### config.mk
export PLATFORM = sky130hd
export DESIGN_NAME = alu_seq_ctrl
export DESIGN_NICKNAME = d
export VERILOG_FILES = /design/src/rtl/alu_seq_ctrl.sv
export SDC_FILE = /design/constraint.sdc
export NUM_CORES = 1
export LEC_CHECK = 0
export ABC_AREA = 1
export CAP_MARGIN = 40
export CORE_AREA = 2 2 175 177
export DETAILED_ROUTE_END_ITERATION = 12
export DIE_AREA = 0 0 177 179
export MAX_ROUTING_LAYER = met4
export PLACE_DENSITY_LB_ADDON = 0.08
export SYNTH_ARGS = -nofsm -noshare
export SYNTH_HDL_FRONTEND = slang
export SYNTH_SLANG_ARGS = --single-unit
### constraint.sdc
create_clock -name clk -period 2.5 [get_ports clk]
set_input_delay 0.25 -clock clk [delete_from_list [all_inputs] [get_ports clk]]
set_output_delay 0.25 -clock clk [all_outputs]
set_load 0.02 [all_outputs]
### src/rtl/alu_seq_ctrl.sv
// Multi-cycle sequencer around an external combinational 16-bit ALU with an 8x16 register file.
// One instruction in flight: IDLE -> FETCH -> EXEC -> WB for ALU ops, IDLE -> WB for LOAD/NOP.
module alu_seq_ctrl (
    input  logic        clk,
    input  logic        reset,
    input  logic        in_valid,
    output logic        in_ready,
    input  logic [3:0]  in_op,
    input  logic [2:0]  in_dst,
    input  logic [2:0]  in_srcr,
    input  logic [2:0]  in_srcs,
    input  logic [15:0] in_imm,
    output logic [15:0] alu_r,
    output logic [15:0] alu_s,
    output logic [3:0]  alu_op,
    input  logic [15:0] alu_y,
    input  logic        alu_n,
    input  logic        alu_z,
    input  logic        alu_c,
    output logic        done,
    output logic        flag_n,
    output logic        flag_z,
    output logic        flag_c,
    input  logic [2:0]  dbg_sel,
    output logic [15:0] dbg_data
);
    typedef enum logic [1:0] {IDLE, FETCH, EXEC, WB} state_e;
    localparam logic [3:0] OP_LOAD = 4'd13;

    state_e      state_q, state_d;
    logic        accept;
    logic [3:0]  op_q;
    logic [2:0]  dst_q, srcr_q, srcs_q;
    logic [15:0] imm_q, res_q;
    logic        tn_q, tz_q, tc_q;
    logic [15:0] rf_q [8];
    logic [15:0] alu_r_q, alu_s_q;
    logic [3:0]  alu_op_q;
    logic        done_q, fn_q, fz_q, fc_q;
    logic        is_alu;

    assign accept = in_valid & in_ready;
    assign is_alu = (op_q < OP_LOAD);

    always_ff @(posedge clk) begin
        if (reset) state_q <= IDLE;
        else       state_q <= state_d;
    end

    always_comb begin
        state_d = state_q;
        case (state_q)
            IDLE:  if (accept) state_d = (in_op < OP_LOAD) ? FETCH : WB;
            FETCH: state_d = EXEC;
            EXEC:  state_d = WB;
            WB:    state_d = IDLE;
            default: state_d = IDLE;
        endcase
    end

    always_comb begin
        in_ready = (state_q == IDLE) & ~reset;
    end

    always_ff @(posedge clk) begin
        if (reset) begin
            op_q     <= '0;
            dst_q    <= '0;
            srcr_q   <= '0;
            srcs_q   <= '0;
            imm_q    <= '0;
            res_q    <= '0;
            tn_q     <= 1'b0;
            tz_q     <= 1'b0;
            tc_q     <= 1'b0;
            alu_r_q  <= '0;
            alu_s_q  <= '0;
            alu_op_q <= '0;
            done_q   <= 1'b0;
            fn_q     <= 1'b0;
            fz_q     <= 1'b0;
            fc_q     <= 1'b0;
            for (int i = 0; i < 8; i++) rf_q[i] <= '0;
        end else begin
            done_q <= (state_q == WB);
            if (accept) begin
                op_q   <= in_op;
                dst_q  <= in_dst;
                srcr_q <= in_srcr;
                srcs_q <= in_srcs;
                imm_q  <= in_imm;
            end
            if (state_q == FETCH) begin
                alu_r_q  <= rf_q[srcr_q];
                alu_s_q  <= rf_q[srcs_q];
                alu_op_q <= op_q;
            end
            if (state_q == EXEC) begin
                res_q <= alu_y;
                tn_q  <= alu_n;
                tz_q  <= alu_z;
                tc_q  <= alu_c;
            end
            // Sources were sampled at FETCH, so dst==src reads the pre-write value.
            if (state_q == WB) begin
                if (is_alu) begin
                    rf_q[dst_q] <= res_q;
                    fn_q <= tn_q;
                    fz_q <= tz_q;
                    fc_q <= tc_q;
                end else if (op_q == OP_LOAD) begin
                    rf_q[dst_q] <= imm_q;
                end
            end
        end
    end

    assign alu_r    = alu_r_q;
    assign alu_s    = alu_s_q;
    assign alu_op   = alu_op_q;
    assign done     = done_q;
    assign flag_n   = fn_q;
    assign flag_z   = fz_q;
    assign flag_c   = fc_q;
    assign dbg_data = rf_q[dbg_sel];
endmodule

# Yosys cells after proc, flatten, opt, wreduce, memory -nomap -nowiden
# Memory sizes are Yosys's and may differ from the RTL's. A register that Yosys moved wholly into a read port is not among the register bits.
# Index checks and enable logic that the tools add are counted.
[word_totals]
latch_bits = 0
n_memories = 1
output_inout_bits = 57
rom_bits = 0
register_bits = 58
input_bits = 54
wordCells = 48
ramBits = 128
[op_classes]
n_eq_ne = 5
reduce_logical = 3
div_mod_pow = 0
add_sub_neg = 0
bitwise = 4
n_mux = 18
shifts = 0
order_cmp = 2
n_mul = 0
[memory_table]
columns = ["name", "words", "word_bits", "rd", "rd_ports_with_merged_regs", "write_ports", "line_no", "rtl"]
rows = [
  ["rf_q", 8, 16, 3, 2, 8, "36", "logic [15:0] rf_q [8];"],
]
[ops]
columns = ["cell", "n"]
rows = [
  ["16-bit two-way mux", 2],
  ["16-bit OR reduction", 1],
  ["1-bit two-way mux", 12],
  ["4-bit < comparator (second input constant)", 2],
  ["2-bit one-hot mux with 4 select lines", 1],
  ["2-bit == test (second input constant)", 2],
  ["4-bit == test (second input constant)", 1],
  ["2-bit two-way mux", 2],
  ["3-bit two-way mux", 1],
  ["1-bit AND", 2],
  ["2-bit by 1-bit == test with 1-bit output (second input constant)", 1],
  ["2-bit zero test", 1],
  ["2-bit != test (second input constant)", 1],
  ["2-bit AND reduction", 1],
  ["1-bit NOT", 1],
  ["1-bit OR", 1],
]

# Longest topological paths before layout
# Gate-level depths: netlist of run 1.
[depth]
ltp_word = 9
ltp_mapped = 8
depth_no_buf = 7

# Worst setup path after synthesis of run 1
# Ideal clock, no wire load.
[synth_path]
path_type = "register -> register"
start = "register state_q[0]"
end = "memory rf_q[1][0] (enable)"
required_ns = 2.128
n_path_buf = 1
period_less_slack_ns = 1.905
setup_ns = 0.372
path_stages_with_launch = 9
arrival_time_ns = 1.533
setup_slack_ns = 0.595
cell_sequence = "dfxtp_1 ha_1 nand2_1 inv_2 nand2_2 nor2_4 nand2_2 buf_2 nand2_1"
[synth_rtl]
columns = ["element", "line_no", "rtl"]
rows = [
  ["start, declared", "30", "state_e state_q, state_d;"],
  ["start signal, assigned", "47", "else state_q <= state_d;"],
  ["end, declared", "36", ""],
]

# Final worst setup path of run 1
[layout_path]
start = "input port dbg_sel[1]"
end = "output port dbg_data[14]"
[layout_between]
elab_chain_cells = 1
[layout_rtl]
columns = ["element", "line_no", "rtl"]
rows = [
  ["start, declared", "24", "input logic [2:0] dbg_sel,"],
  ["memory read 8 x 16 bit", "n/a", ""],
  ["end, declared", "25", "output logic [15:0] dbg_data"],
]
# No other way between the ends.

==> results.cfg, run 1 <==
[status]
status = finished clean

[floorplanning]
std_cell_rows = 64
start_util = 0.391
die-area_mm2 = 0.0317
ioPinCount = 111
die_h_um = 179
fp.coreArea_mm2 = 0.0300
die_w_um = 177

[setup_path]
max_stage_delay_ns = 0.63
crit_fanout = 32
setup.worst_path.start_class = input port
worstPathCellList = clkdlybuf4s50_1 > inv_1 > buf_12 > a21oi_1 > o21ai_0 > nand3_1 > o21a_1 > clkdlybuf4s50_1
path_common_cell = clkdlybuf4s50_1
critPathRequiredTime_ns = 2.25
cp-end-kind = output port
crit_buf_inv = 4
crit_arrival_ns = 2.16
worst_path_max_delay_cell = clkdlybuf4s50_1
cp_top_family = buffers and inverters
critical_path_class = in -> out

[timing]
relSlewSlack = 0.523
fin_skew_ns = 0.0143
fmax_ghz = 0.415
rsz0062_at_grt = no
slew_viol_final = 0
whs_ns = 0.293
setup-violations-final = 0
hold_viol_final = 0
tightest_slew_ns = 0.715
period_share = 0.963
layout_min_cycle_time_ns = 2.41
setup_tns_ns = 0

[global_route]
grt_pass1_vias = 9659
met3_usage = 0.0350
grt_use_total = 0.247
grtUsageMet2 = 0.340
grt_antenna_before_repair = 0
grt_pass1_wl_um = 58700
grtUsageMet1 = 0.387
grt_max_degree = 99
grt-ovfl-total = 0
grt.busiest_layer = met1

[power]
pwr-share-seq = 0.384
p_comb_frac = 0.313
p_switching_mw = 4.23
irDropWorstVdd_mv = 0.434
p_int_mw = 7.79
pwr-share-clk = 0.303
switching_share = 0.352
power_density_mw_per_mm2 = 850
p_leak_nw = 5.79

[synthesis]
ys_ff_latch = 218
synth_top_area_cell = edfxtp_1
async_flop_share = 0
yosysWarningCount = 0
synth_cell_types = 23
synth.avg_cell_area_um2 = 7.53
yosysMostFrequentCell = nand2_1
synth_fp_nets = 1618
synth_ff_type = edfxtp_1
synth.top_cells.by_area = edfxtp_1, dfxtp_1, nand2_1
ys_top_cells_by_count = nand2_1, nand3_1, nor2_1
synthCells = 1559
synth_edf_count = 128
ys_seq_area_frac = 0.481
synth_area_mm2 = 0.0117
synth_top_area_frac = 0.327

[cells_and_area]
fin_nets = 1692
multi_input_area_mm2 = 0.00500
drive_above_1_share = 0.0775
diodes = 0
final-seq-area_mm2 = 0.00565
stdcell_area_mm2 = 0.0142
fillCellCount = 2987
syn_to_final_growth_pct = 20.5

[clock_network]
cts_made_buffers = 26
htree_levels = 1
clkLatencyLatePin_ns = 0.55
root_buffer = clkbuf_16
clk_pin_slew_ns = 0.05
cts_tree = built
cts_buffer_depth = 3
cts_hold_buf = 0
cts.sink_count = 218

[drt]
vias = 10669
wl_per_cell_um = 18.6
vias_per_cell = 5.21
wl_um = 38000
dr.pass1.iters = 5
final_antenna_net_count = 0
drc = 0
drt_iter0_markers = 1157

[hold_path]
hold_path.class = in -> reg

[placed_design]
place_area_mm2 = 0.0133
port_buffers = 110
place_hpwl_um = 26200
place_congestion = 0.846

[job]
cap_violations = 0
==> cells by family after synthesis <==
| logic type | count (synthesis) | synth area share |
|---|---|---|
| AOI/OAI and AO/OA | 311 | 0.151 |
| buffers and inverters | 280 | 0.0941 |
| adders and majority gates | 5 | 0.00533 |
| DFF | 218 | 0.481 |
| and+or+nand+nor | 745 | 0.268 |
==> repair_timing <==
item / CTS / global route
gates resized for setup: 0 / 1
setup endpoints to repair: 0 / 1
buffers inserted: 0 / 0
==> state kept, by name (all words and copies together) (netlist names) <==
register,cells
done,1
alu_s,16
flag_n,1
srcr_q,3
op_q,4
imm_q,16
alu_r,16
res_q,16
dst_q,3
alu_op,4
srcs_q,3
flag_c,1
tn_q,1
state_q,2
rf_q,128
tc_q,1
flag_z,1
tz_q,1
==> metal layers <==
metal | part of all wire | routed length (um) | vias up
li1 | - | - | 5235
met1 | 0.49 | 18500 | 4917
met2 | 0.41 | 15600 | 477
met3 | 0.091 | 3460 | 40
met4 | 0.011 | 409 | 0
met5 | 0 | 0 | -
==> path summary, 6_finish.rpt <==
kind | start | end | slack [ns] | cells after the start
worst min register to register | imm_q[1] | imm_q[1] | 0.45 | 2
worst max-delay path | dbg_sel[1] | dbg_data[14] | 0.09 | 8
worst min-delay path | alu_y[6] | res_q[6] | 0.29 | 3
worst max register to register | state_q[0] | res_q[13] | 0.48 | 5
==> power groups by stage <==
stage                     clock (mW)  combinational (mW)  sequential [mW]
after CTS                       3.71                3.78             4.62
after floorplan                    0                2.10             4.88
final                           3.64                3.77             4.62
after detailed placement           0                3.76             4.69
after global placement             0                3.75             4.69
after global routing            3.88                4.15             4.67
==> cell usage in the layout (no fill, tap or decap), types with 6 or more instances in the layout <==
cell	count
dfxtp_1	88
clkinv_1	6
nor2_1	191
inv_1	163
buf_12	8
a21oi_1	127
nand3_1	212
clkdlybuf4s50_1	108
nand2_1	321
nor2_2	8
a21oi_4	16
o21a_1	16
buf_4	38
clkbuf_1	6
edfxtp_1	128
o21ai_0	151
clkbuf_16	26
==> worst register-to-register path: cells and delay by family, from the launching register on <==
kind                       cells  cell delay, ns
adders and majority gates      1            0.63
and+or+nand+nor                2            0.33
DFF                            1            0.34
buffers and inverters          2            0.63
==> per-stage QoR <==
stage,setup slack (ns),power [mW],util,cells
after CTS,0.0830,12.1,0.471,2047
final,0.0927,12.0,0.471,2047
after floorplan,0.595,6.98,-,1559
after global routing,0.00791,12.7,0.471,2047
after detailed placement,0.0867,8.46,0.444,2001
after global placement,0.0852,8.44,0.444,2001
==> layout make-up <==
type,instances,area share
clock buffer,36,0.0515
clock inverter,10,0.00707
inverter,170,0.0451
multi-input combinational,1061,0.353
sequential,218,0.399
tap,396,0.0350
timing repair buffer,156,0.109
Note: power is estimated with default switching activity, not from simulation.
==> run 2: changes to the inputs <==
Settings changed: DONT_BUFFER_PORTS from default to 1, GPL_TIMING_DRIVEN from default to 0.
==> run 2 against run 1 <==
Compared with the run above:
- clock skew shrank 0.0027 ns
- non-clock buffer count grew 2
- count of clock-buffer cells in the layout shrank 7
- first-iteration DRC count grew 15%
- highest routed layer unchanged
==> results.cfg, run 2 (synthesis results as in run 1) <==
[timing]
rsz0062_at_grt = no
setup_tns_ns = 0
slew_viol_final = 0
period_share = 0.915
hold_viol_final = 0
layout_min_cycle_time_ns = 2.29
tightest_slew_ns = 0.882
setup_ws_ns = 0.214
setup-violations-final = 0
fin_skew_ns = 0.0116
relSlewSlack = 0.412
fmax_ghz = 0.437

[setup_path]
critical_path_class = reg -> reg
startpoint = state_q[0]
cp_top_family = buffers and inverters
cp-end-kind = flop
reg2reg_to = op_q[1]
worstPathCellList = inv_1 > ha_1 > nand3_1 > buf_2 > clkbuf_1 > a21oi_1
crit_buf_inv = 3
worst_path_max_delay_cell = clkbuf_1
r2r_slack_ns = 0.21
setup.worst_path.start_class = flop
r2r_start = state_q[0]
max_stage_delay_ns = 0.70
crit_fanout = 10
crit_arrival_ns = 2.68
ff2ff_path_depth = 6
critPathRequiredTime_ns = 2.89

[cells_and_area]
final_cell_mix = nand2_1, nand3_1, nor2_1
layout_commonest_cell = nand2_1
syn_to_final_growth_pct = 15.0
final_core_util = 0.450
regMostFlops = rf_q
fin_nets = 1693
stdcell_count = 2051
drive_above_1_share = 0.0703
fillCellCount = 3119
largest_reg_flops = 128

[power]
irDropWorstVdd_mv = 0.581
pwr-share-clk = 0.296
p_int_mw = 7.17
p_leak_nw = 5.49
power_density_mw_per_mm2 = 868
p_switching_mw = 4.55
pwr-share-seq = 0.419
total_power_mw = 11.7
switching_share = 0.388
p_comb_frac = 0.285

[clock_network]
root_buffer = clkbuf_16
clkLatencyLatePin_ns = 0.55
cts.sink_count = 218
clk_pin_slew_ns = 0.06
cts_made_buffers = 25
postCtsSetupRepairBufs = 0
cts_buffer_depth = 3
htree_levels = 1
cts_tree = built

[placed_design]
place_congestion = 0.985
post-place-ws_ns = -0.234
dp_cells = 1955
port_buffers = 0
place_hpwl_um = 36600

[drt]
drc = 0
final_antenna_net_count = 0
drt_iter0_markers = 1331
wl_per_cell_um = 23.1
wl_um = 47500
vias_per_cell = 5.40
dr.pass1.iters = 6
vias = 11078

[global_route]
grt_pass1_wl_um = 68600
grt_antenna_before_repair = 0
grt_max_degree = 17
grt_pass1_vias = 10268
grt-ovfl-total = 0
grt_use_total = 0.308

[floorplanning]
die_h_um = 179
start_util = 0.391
ioPinCount = 111
die_w_um = 177
std_cell_rows = 64
die-area_mm2 = 0.0317
fp.coreArea_mm2 = 0.0300

[hold_path]
min_from = in_op[3]
min_path_cells = 4
hold_path.class = in -> reg
hold_end = state_q[1]

[status]
status = finished clean

[job]
cap_violations = 0
## run 2: cell count changes in the layout (fill, tap and decap cells not counted), moves of 4 or more
cell             previous run  this run
buf_1                       0        20
buf_12                      8         0
buf_2                       1        31
buf_4                      38         0
clkbuf_1                    6        61
clkbuf_8                    4         0
clkdlybuf4s50_1           108         0
diode_2                     0         4
dlygate4sd3_1               0        48
nand2_1                   321       313
nand2_2                     5        13
## run 2: what timing repair did
| action | in CTS | in global routing |
|---|---|---|
| endpoints found under the setup margin | 1 | 112 |
| resized for setup | 1 | 7 |
| endpoints found under the hold margin | 48 | 0 |
| hold buffers | 48 | 0 |
## run 2: layer usage
metal,global-route usage,wire length [um],vias up
met4,0.0902,1470,0
li1,-,-,5268
met5,-,0,-
met3,0.0344,3780,92
met1,0.430,21300,5164
met2,0.470,20900,554
## run 2: through the flow
stage | hold WS (ns) | area [um2]
CTS | 0.00187 | 13500
detailed placement | 0.368 | 12200
finish | 0.0212 | 13500
global placement | 0.367 | 12200
floorplan | 0.361 | 11700
global route | 0.0542 | 13500
## run 2: how the worst max path moves through the flow
| stage | cells after the start | to | slack, ns |
|---|---|---|---|
| after floorplan | 8 | rf_q[1][0] | 0.59 |
| after global placement | 4 | rf_q[0][9] | -0.22 |
| after detailed placement | 4 | rf_q[0][7] | -0.23 |
| after CTS | 8 | rf_q[3][13] | 0.07 |
| after global routing | 8 | rf_q[0][13] | 0.12 |
| final | 6 | op_q[1] | 0.21 |
## run 2: tightest hold or removal path: stages
cell and delay (ns):
nand3_1 0.05, nor2_1 0.04, a21oi_1 0.11, a21oi_1 0.07
## run 2: cell type report
class | count | area [um2] | area share
inverter | 170 | 638 | 0.0472
timing repair buffer | 48 | 480 | 0.0356
clock buffer | 29 | 641 | 0.0474
tap | 396 | 495 | 0.0367
sequential | 218 | 5650 | 0.418
buffer | 110 | 467 | 0.0346
multi-input combinational | 1061 | 5010 | 0.371
clock inverter | 15 | 120 | 0.00889
antenna | 4 | 10.0 | 0.000741
## run 2: power by group through the flow
stage	Sequential, mW	Clock, mW	Combinational (mW)
after global routing	4.97	3.68	3.64
after detailed placement	4.99	0	3.22
after CTS	4.91	3.53	3.30
final	4.91	3.47	3.34
after floorplan	4.88	0	2.10
after global placement	4.98	0	3.22
